$ cat src/rtl/hart_scheduler.sv
// -----------------------------------------------------------------------------
// hart_scheduler
//
// Barrel-style issue scheduler for a multi-hart pipeline. Keeps one PC per
// hart and issues one hart per cycle, round-robin among eligible harts. An
// issued hart is locked out for LOCKOUT cycles so that its branch can resolve
// in EX before it is fetched again. Harts park on an empty-mailbox read and
// resume on a mailbox post, replaying the read PC.
//
// Ports
//   clk             in   1       clock
//   Reset           in   1       synchronous, active-high reset
//   hart_enable     in   NHARTS  per-hart run enable
//   stall           in   1       freezes selection, issue outputs and lockouts
//   redirect_valid  in   1       taken branch/jump resolved in EX
//   redirect_hart   in   HW      hart of the redirect
//   redirect_pc     in   32      new PC for redirect_hart
//   wait_valid      in   1       EX mailbox read found the mailbox empty
//   wait_hart       in   HW      hart that must park
//   wait_pc         in   32      PC of the mailbox read (replayed on wake)
//   post_valid      in   1       mailbox write targeting a hart
//   post_hart       in   HW      hart being woken
//   issue_valid     out  1       issue_hart/issue_pc valid this cycle
//   issue_hart      out  HW      selected hart ID
//   issue_pc        out  32      PC to fetch for issue_hart
//
// Per-hart states
//   state   | meaning
//   --------+--------------------------------------------------------------
//   S_OFF   | hart disabled, never selected
//   S_READY | eligible for selection
//   S_LOCK  | issued recently, waiting for its branch to resolve in EX
//   S_WAIT  | parked on an empty mailbox, waiting for a post
// -----------------------------------------------------------------------------
module hart_scheduler #(
   parameter int          NHARTS   = 4,
   parameter logic [31:0] RESET_PC = 32'h0,
   parameter int          LOCKOUT  = 3,
   localparam int         HW       = (NHARTS > 1) ? $clog2(NHARTS) : 1
) (
   input  logic              clk,
   input  logic              Reset,
   input  logic [NHARTS-1:0] hart_enable,
   input  logic              stall,
   input  logic              redirect_valid,
   input  logic [HW-1:0]     redirect_hart,
   input  logic [31:0]       redirect_pc,
   input  logic              wait_valid,
   input  logic [HW-1:0]     wait_hart,
   input  logic [31:0]       wait_pc,
   input  logic              post_valid,
   input  logic [HW-1:0]     post_hart,
   output logic              issue_valid,
   output logic [HW-1:0]     issue_hart,
   output logic [31:0]       issue_pc
);

   typedef enum logic [1:0] {
      S_OFF   = 2'd0,
      S_READY = 2'd1,
      S_LOCK  = 2'd2,
      S_WAIT  = 2'd3
   } hart_st_e;

   hart_st_e          st_q   [NHARTS];
   hart_st_e          st_d   [NHARTS];
   logic [2:0]        cnt_q  [NHARTS];
   logic [2:0]        cnt_d  [NHARTS];
   logic [31:0]       pc_q   [NHARTS];
   logic [31:0]       pc_d   [NHARTS];
   logic [NHARTS-1:0] pend_q, pend_d;
   logic [HW-1:0]     rr_q, rr_d;

   logic              issue_valid_q, issue_valid_d;
   logic [HW-1:0]     issue_hart_q, issue_hart_d;
   logic [31:0]       issue_pc_q, issue_pc_d;

   logic [NHARTS-1:0] wait_hit, post_hit, redir_hit, issue_hit, elig;
   logic              sel_valid;
   logic [HW-1:0]     sel_hart;
   logic              do_issue;

   // Per-hart event decode and eligibility. A hart that is being parked or
   // redirected this cycle must not be issued with its stale PC.
   always_comb begin
      wait_hit  = '0;
      post_hit  = '0;
      redir_hit = '0;
      elig      = '0;
      for (int h = 0; h < NHARTS; h++) begin
         wait_hit[h]  = wait_valid     && (wait_hart     == HW'(h));
         post_hit[h]  = post_valid     && (post_hart     == HW'(h));
         redir_hit[h] = redirect_valid && (redirect_hart == HW'(h));
         elig[h]      = (st_q[h] == S_READY) && hart_enable[h]
                        && !wait_hit[h] && !redir_hit[h];
      end
   end

   // Round-robin pick: first eligible hart after the last one issued.
   always_comb begin
      logic [HW-1:0] idx;
      idx       = '0;
      sel_valid = 1'b0;
      sel_hart  = '0;
      for (int i = 1; i <= NHARTS; i++) begin
         idx = HW'((int'(rr_q) + i) % NHARTS);
         if (!sel_valid && elig[idx]) begin
            sel_valid = 1'b1;
            sel_hart  = idx;
         end
      end
   end

   assign do_issue = sel_valid && !stall;

   always_comb begin
      issue_hit = '0;
      for (int h = 0; h < NHARTS; h++) begin
         issue_hit[h] = do_issue && (sel_hart == HW'(h));
      end
   end

   // Per-hart next state. Priority: disable > wait > redirect > issue.
   always_comb begin
      pend_d = pend_q;
      for (int h = 0; h < NHARTS; h++) begin
         st_d[h]  = st_q[h];
         cnt_d[h] = cnt_q[h];
         pc_d[h]  = pc_q[h];

         if (!hart_enable[h]) begin
            st_d[h]   = S_OFF;
            cnt_d[h]  = '0;
            pend_d[h] = 1'b0;
         end else if (st_q[h] == S_OFF) begin
            // Posts, waits and redirects aimed at an OFF hart are dropped.
            st_d[h] = S_READY;
         end else begin
            // The counter is loaded with LOCKOUT-1 at issue; the hart becomes
            // READY on the edge that would take it to zero, so the issue
            // period for a lone hart is exactly LOCKOUT cycles.
            if ((st_q[h] == S_LOCK) && !stall) begin
               if (cnt_q[h] <= 3'd1) begin
                  st_d[h]  = S_READY;
                  cnt_d[h] = '0;
               end else begin
                  cnt_d[h] = cnt_q[h] - 3'd1;
               end
            end

            if (post_hit[h]) begin
               if (st_q[h] == S_WAIT) begin
                  st_d[h] = S_READY;
               end else begin
                  // Remember the wakeup so a later wait does not park.
                  pend_d[h] = 1'b1;
               end
            end

            if (wait_hit[h]) begin
               pc_d[h]  = wait_pc;
               cnt_d[h] = '0;
               if (pend_q[h] || post_hit[h]) begin
                  st_d[h]   = S_READY;
                  pend_d[h] = 1'b0;
               end else begin
                  st_d[h] = S_WAIT;
               end
            end else if (redir_hit[h]) begin
               pc_d[h] = redirect_pc;
            end else if (issue_hit[h]) begin
               pc_d[h] = pc_q[h] + 32'd4;
               if (LOCKOUT > 1) begin
                  st_d[h]  = S_LOCK;
                  cnt_d[h] = 3'(LOCKOUT - 1);
               end else begin
                  st_d[h] = S_READY;
               end
            end
         end
      end
   end

   // Issue outputs: hart and PC hold when nothing is eligible, so fetch can
   // see the last issue for debug; everything holds under stall.
   always_comb begin
      issue_valid_d = issue_valid_q;
      issue_hart_d  = issue_hart_q;
      issue_pc_d    = issue_pc_q;
      rr_d          = rr_q;
      if (!stall) begin
         if (sel_valid) begin
            issue_valid_d = 1'b1;
            issue_hart_d  = sel_hart;
            issue_pc_d    = pc_q[sel_hart];
            rr_d          = sel_hart;
         end else begin
            issue_valid_d = 1'b0;
         end
      end
   end

   always_ff @(posedge clk) begin
      if (Reset) begin
         for (int h = 0; h < NHARTS; h++) begin
            st_q[h]  <= S_OFF;
            cnt_q[h] <= '0;
            pc_q[h]  <= RESET_PC;
         end
         pend_q        <= '0;
         rr_q          <= HW'(NHARTS - 1);
         issue_valid_q <= 1'b0;
         issue_hart_q  <= '0;
         issue_pc_q    <= '0;
      end else begin
         for (int h = 0; h < NHARTS; h++) begin
            st_q[h]  <= st_d[h];
            cnt_q[h] <= cnt_d[h];
            pc_q[h]  <= pc_d[h];
         end
         pend_q        <= pend_d;
         rr_q          <= rr_d;
         issue_valid_q <= issue_valid_d;
         issue_hart_q  <= issue_hart_d;
         issue_pc_q    <= issue_pc_d;
      end
   end

   assign issue_valid = issue_valid_q;
   assign issue_hart  = issue_hart_q;
   assign issue_pc    = issue_pc_q;

endmodule

$ cat config.mk
export PLATFORM = sky130hd
export DESIGN_NAME = hart_scheduler
export DESIGN_NICKNAME = d
export VERILOG_FILES = /design/src/rtl/hart_scheduler.sv
export SDC_FILE = /design/constraint.sdc
export NUM_CORES = 1
export LEC_CHECK = 0
export CAP_MARGIN = 20
export CORE_UTILIZATION = 45
export CTS_BUF_LIST = sky130_fd_sc_hd__clkbuf_16
export DETAILED_ROUTE_END_ITERATION = 12
export SYNTH_ARGS = -nofsm -noshare
export SYNTH_HDL_FRONTEND = slang
export SYNTH_SLANG_ARGS = --single-unit
export TNS_END_PERCENT = 10
$ cat constraint.sdc
create_clock -name clk -period 3.5 [get_ports clk]
set_clock_uncertainty 0.05 [all_clocks]
set_input_delay 0.35 -clock clk [delete_from_list [all_inputs] [get_ports clk]]
set_output_delay 0.35 -clock clk [all_outputs]
set_load 0.01 [all_outputs]
==> run summary <==
SYNTHESIS
-----------------------------------------------------------------------------------------------------------------
Post-synthesis sequential area ratio                                                                       30.03%
Synthesized-area fraction occupied by xor and xnor cells                                                   6.743%
Cell types with the largest area share after synthesis                                               dfxtp_1, a211oi_1, nand2_1
Leading area contributor after synthesis                                                                  dfxtp_1
Post-synthesis cell area                                                                              12600 sq um
Fraction of synthesized area in multiplexers                                                              0.2383%
Area share of the largest cell type after synthesis                                                        30.03%
Main combinational cell family by area after synthesis                                               simple AND/OR/NAND/NOR gates
Yosys cell types                                                                                               64
Arithmetic-cell share of the synthesized area counting full adders, half adders and majority gates         1.192%
Average cell area after synthesis                                                                     7.179 sq um
Instance count of the mapped netlist                                                                         1755
Number of flops mapped to enable cells by yosys                                                                 0
Cell types with the highest counts after synthesis                                                   nand2_1, nor2_1, dfxtp_1, a211oi_1, a21oi_1
Area fraction in compound gates after synthesis                                                            26.47%
Most used standard cell by instance count after synthesis                                                 nand2_1
Net Count, Synth                                                                                             1847
Share of flip-flops with an asynchronous set or reset after synthesis                                          0%
Ys flop type                                                                                              dfxtp_1
Post-synthesis register bit count                                                                             189
Area fraction in and, or, nand and nor cells after synthesis                                               29.36%
Warnings, synthesis                                                                                             0

SETUP PATH
-----------------------------------------------------------------------------------------------------------------
Arrival @ worst endpoint                                                                                  3310 ps
Kind of critical path                                                                                   in -> reg
Critical path required time                                                                               3730 ps
Critical path endpoint category                                                                          register
Crit start category                                                                                  primary input
Critical register-to-register path startpoint                                                        st_q[3][0]$_SDFF_PP0_
Start point of the critical path                                                                     wait_hart[1]
Max FO, Critical Path                                                                                          28

DETAILED ROUTING
-----------------------------------------------------------------------------------------------------------------
Iteration-0 DRC Markers                                                                                      1659
Drt pass-1 iters                                                                                                5
Post-route ant nets                                                                                             0
Average detailed-routed wire length per instance                                                         22.05 um
WL met1                                                                                                  21.81 mm
Final routed wirelength across all metal layers                                                          48.47 mm
DR top layer                                                                                                 met4
Via Count                                                                                                  13.81k
Detailed route wirelength on metal2                                                                      21.82 mm
Average via count per standard cell                                                                         6.284
DRC violation count after routing                                                                               0
Met3 wirelength from detailed routing                                                                    3.627 mm

CLOCK NETWORK
-----------------------------------------------------------------------------------------------------------------
# resized after CTS                                                                                             0
Number of buffers added for setup after CTS                                                                     0
Root buf cell                                                                                           clkbuf_16
Clock tree from TritonCTS                                                                                   built
Longest Clk Path Bufs                                                                                           2
Number of hold-repair buffers added at the cts stage                                                            0
CTS buffer count                                                                                               17
H-tree Lvls                                                                                                     4
Clock tree sinks                                                                                              189
Clock transition at the registers of the reported paths                                                     70 ps
Clk Latency, worst-skew pair                                                                               440 ps

PLACEMENT
-----------------------------------------------------------------------------------------------------------------
Number of placed instances, taps included                                                                    2166
Gpl congestion                                                                                             0.9347
Post-Place Cell Area                                                                                  14310 sq um
DP Worst Slack                                                                                           13.60 ps
Half-perimeter wire length after detailed placement                                                      33.27 mm
Count of buffers inserted at the top-level ports                                                              114

MIN PATH
-----------------------------------------------------------------------------------------------------------------
Hold/Removal Path Class                                                                                 in -> reg
Hold wc startpoint                                                                                          Reset

TIMING
-----------------------------------------------------------------------------------------------------------------
Final number of max-transition violations                                                                       0
Final setup violating endpoints                                                                                 0
Final total negative setup slack                                                                             0 ps
Slew @ Worst Pin                                                                                          1167 ps
Unrepaired setup endpoints after global routing                                                                no
Final worst-path cycle share                                                                               88.07%
Hold violation count in the final report                                                                        0
Post-route minimum period                                                                                 3083 ps
Worst slew slack as a fraction of its limit                                                                21.80%
Top achievable clock speed                                                                             0.3244 GHz
Slack of the critical path                                                                               417.5 ps

FLOORPLANNING
-----------------------------------------------------------------------------------------------------------------
Io pins                                                                                                       115
Initial Utilization                                                                                        46.36%
Die Wd                                                                                                   169.3 um
Area of the core                                                                                      27180 sq um
Die extent in y                                                                                          169.3 um
Number of placement rows                                                                                       60
Die Footprint                                                                                         28670 sq um

CELLS AND AREA
-----------------------------------------------------------------------------------------------------------------
Area of all placed cells without fillers                                                              14870 sq um
Final Non-Filler Cells                                                                                       2198
Fraction of final layout cells sized beyond drive strength 1                                               7.338%
Number of inserted diodes                                                                                       0
Number of nets at the end of the flow                                                                        1905
Synth-to-Final Area Change                                                                                 18.03%

GRT
-----------------------------------------------------------------------------------------------------------------
Leftover overflow at the end of global routing                                                                  0
Wire length of the first global-routing pass                                                             74.79 mm
Pin count of the biggest net entering global routing                                                           87
Antenna violations before repair                                                                                1
Vias in the first global route                                                                             12.62k
Overall global routing resource usage                                                                      33.95%

PWR
-----------------------------------------------------------------------------------------------------------------
Tot Pwr                                                                                                   5321 uW
Power per Cell Area                                                                                  357.8 nW/um^2
Leakage power                                                                                         0.004713 uW
Highest ir drop seen on vdd                                                                             0.3125 mV

OUTCOME
-----------------------------------------------------------------------------------------------------------------
Outcome                                                                                              finished clean

RUN
-----------------------------------------------------------------------------------------------------------------
Number of max-capacitance violations reported                                                                   0

## per-layer routing
metal / vias to the layer above / GRT usage [%]
li1: 6508 / -
met1: 6617 / 47.66
met2: 615 / 53.89
met3: 72 / 3.521
met4: 0 / 11.95
met5: - / 0
## layout by cell type (no fill, tap or decap), types with 4 or more instances in the layout
cell type	count
a21o_1	4
nor3b_1	11
o211ai_1	8
xnor2_1	63
nand4_1	20
inv_6	5
o21ai_0	80
a31oi_1	14
a211o_1	4
a311oi_1	23
dfxtp_1	189
nor4_1	28
and3_1	13
clkdlybuf4s50_1	113
nand2b_1	8
inv_1	28
and2_1	8
xor2_1	34
or3_1	17
buf_12	12
ha_1	12
nand3_1	61
nand2_1	247
and4_1	20
nor3_1	105
a221oi_1	5
nor2_1	218
a221o_1	33
or3b_2	5
a211oi_1	161
nand3b_1	5
clkbuf_16	17
buf_4	58
a21oi_1	132
## registers in the layout (all words and copies together), names as in the netlist
| register | cells |
|---|---|
| cnt_q | 12 |
| issue_hart | 2 |
| issue_pc | 32 |
| issue_valid | 1 |
| pc_q | 128 |
| pend_q | 4 |
| rr_q | 2 |
| st_q | 8 |
## power by group
part / switching (uW) / internal, uW / leakage (uW)
Clock: 1000 / 937 / 0.000274
Combinational: 593 / 405 / 0.00291
Sequential: 138 / 2250 / 0.00153
Total: 1730 / 3590 / 0.00471
## worst max-delay path: stages
cell and delay (ps):
clkdlybuf4s50_1 540, and3b_2 290, nor4_2 290, a31oi_1 130
buf_4 190, nor3_2 650, a21o_2 260, buf_4 310
mux2i_1 230, nor2_1 60
## cells by family (layout without fill, tap and decap cells)
group                    Yosys count  in the layout
AND/OR/NAND/NOR                  791            791
AO/OA/AOI/OAI                    491            491
flip-flops                       189            189
buffers and inverters            172            243
XOR/XNOR                          97             97
adder cells (fa/ha/maj)           12             12
multiplexers                       3              3
## final timing paths
kind / end / slack [ps] / depth (start not counted)
min reg2reg: issue_valid$_SDFFE_PP0N_ / 420 / 2
max reg2reg: pc_q[3][3]$_SDFFE_PP0P_ / 530 / 9
max: pc_q[3][3]$_SDFFE_PP0P_ / 420 / 10
min: issue_hart[1]$_SDFFE_PP0P_ / 370 / 2
## area by class of cell
type                       instances  area, sq um
clock inverter                    15        133.9
multi-input combinational       1394         8128
timing repair buffer             184         1834
fill                            2705        12300
inverter                          27        101.3
tap                              372        465.4
clock buffer                      17        425.4
sequential                       189         3784
## per-stage QoR
stage          utilization (%)  hold WS, ps
2_1_floorplan                -        389.1
3_3_place_gp             52.56        398.5
3_5_place_dp             52.67        418.9
4_1_cts                  54.72        364.0
5_1_grt                  54.72        373.7
6_report                 54.72        365.4
Power figures use the tool's default switching activity.
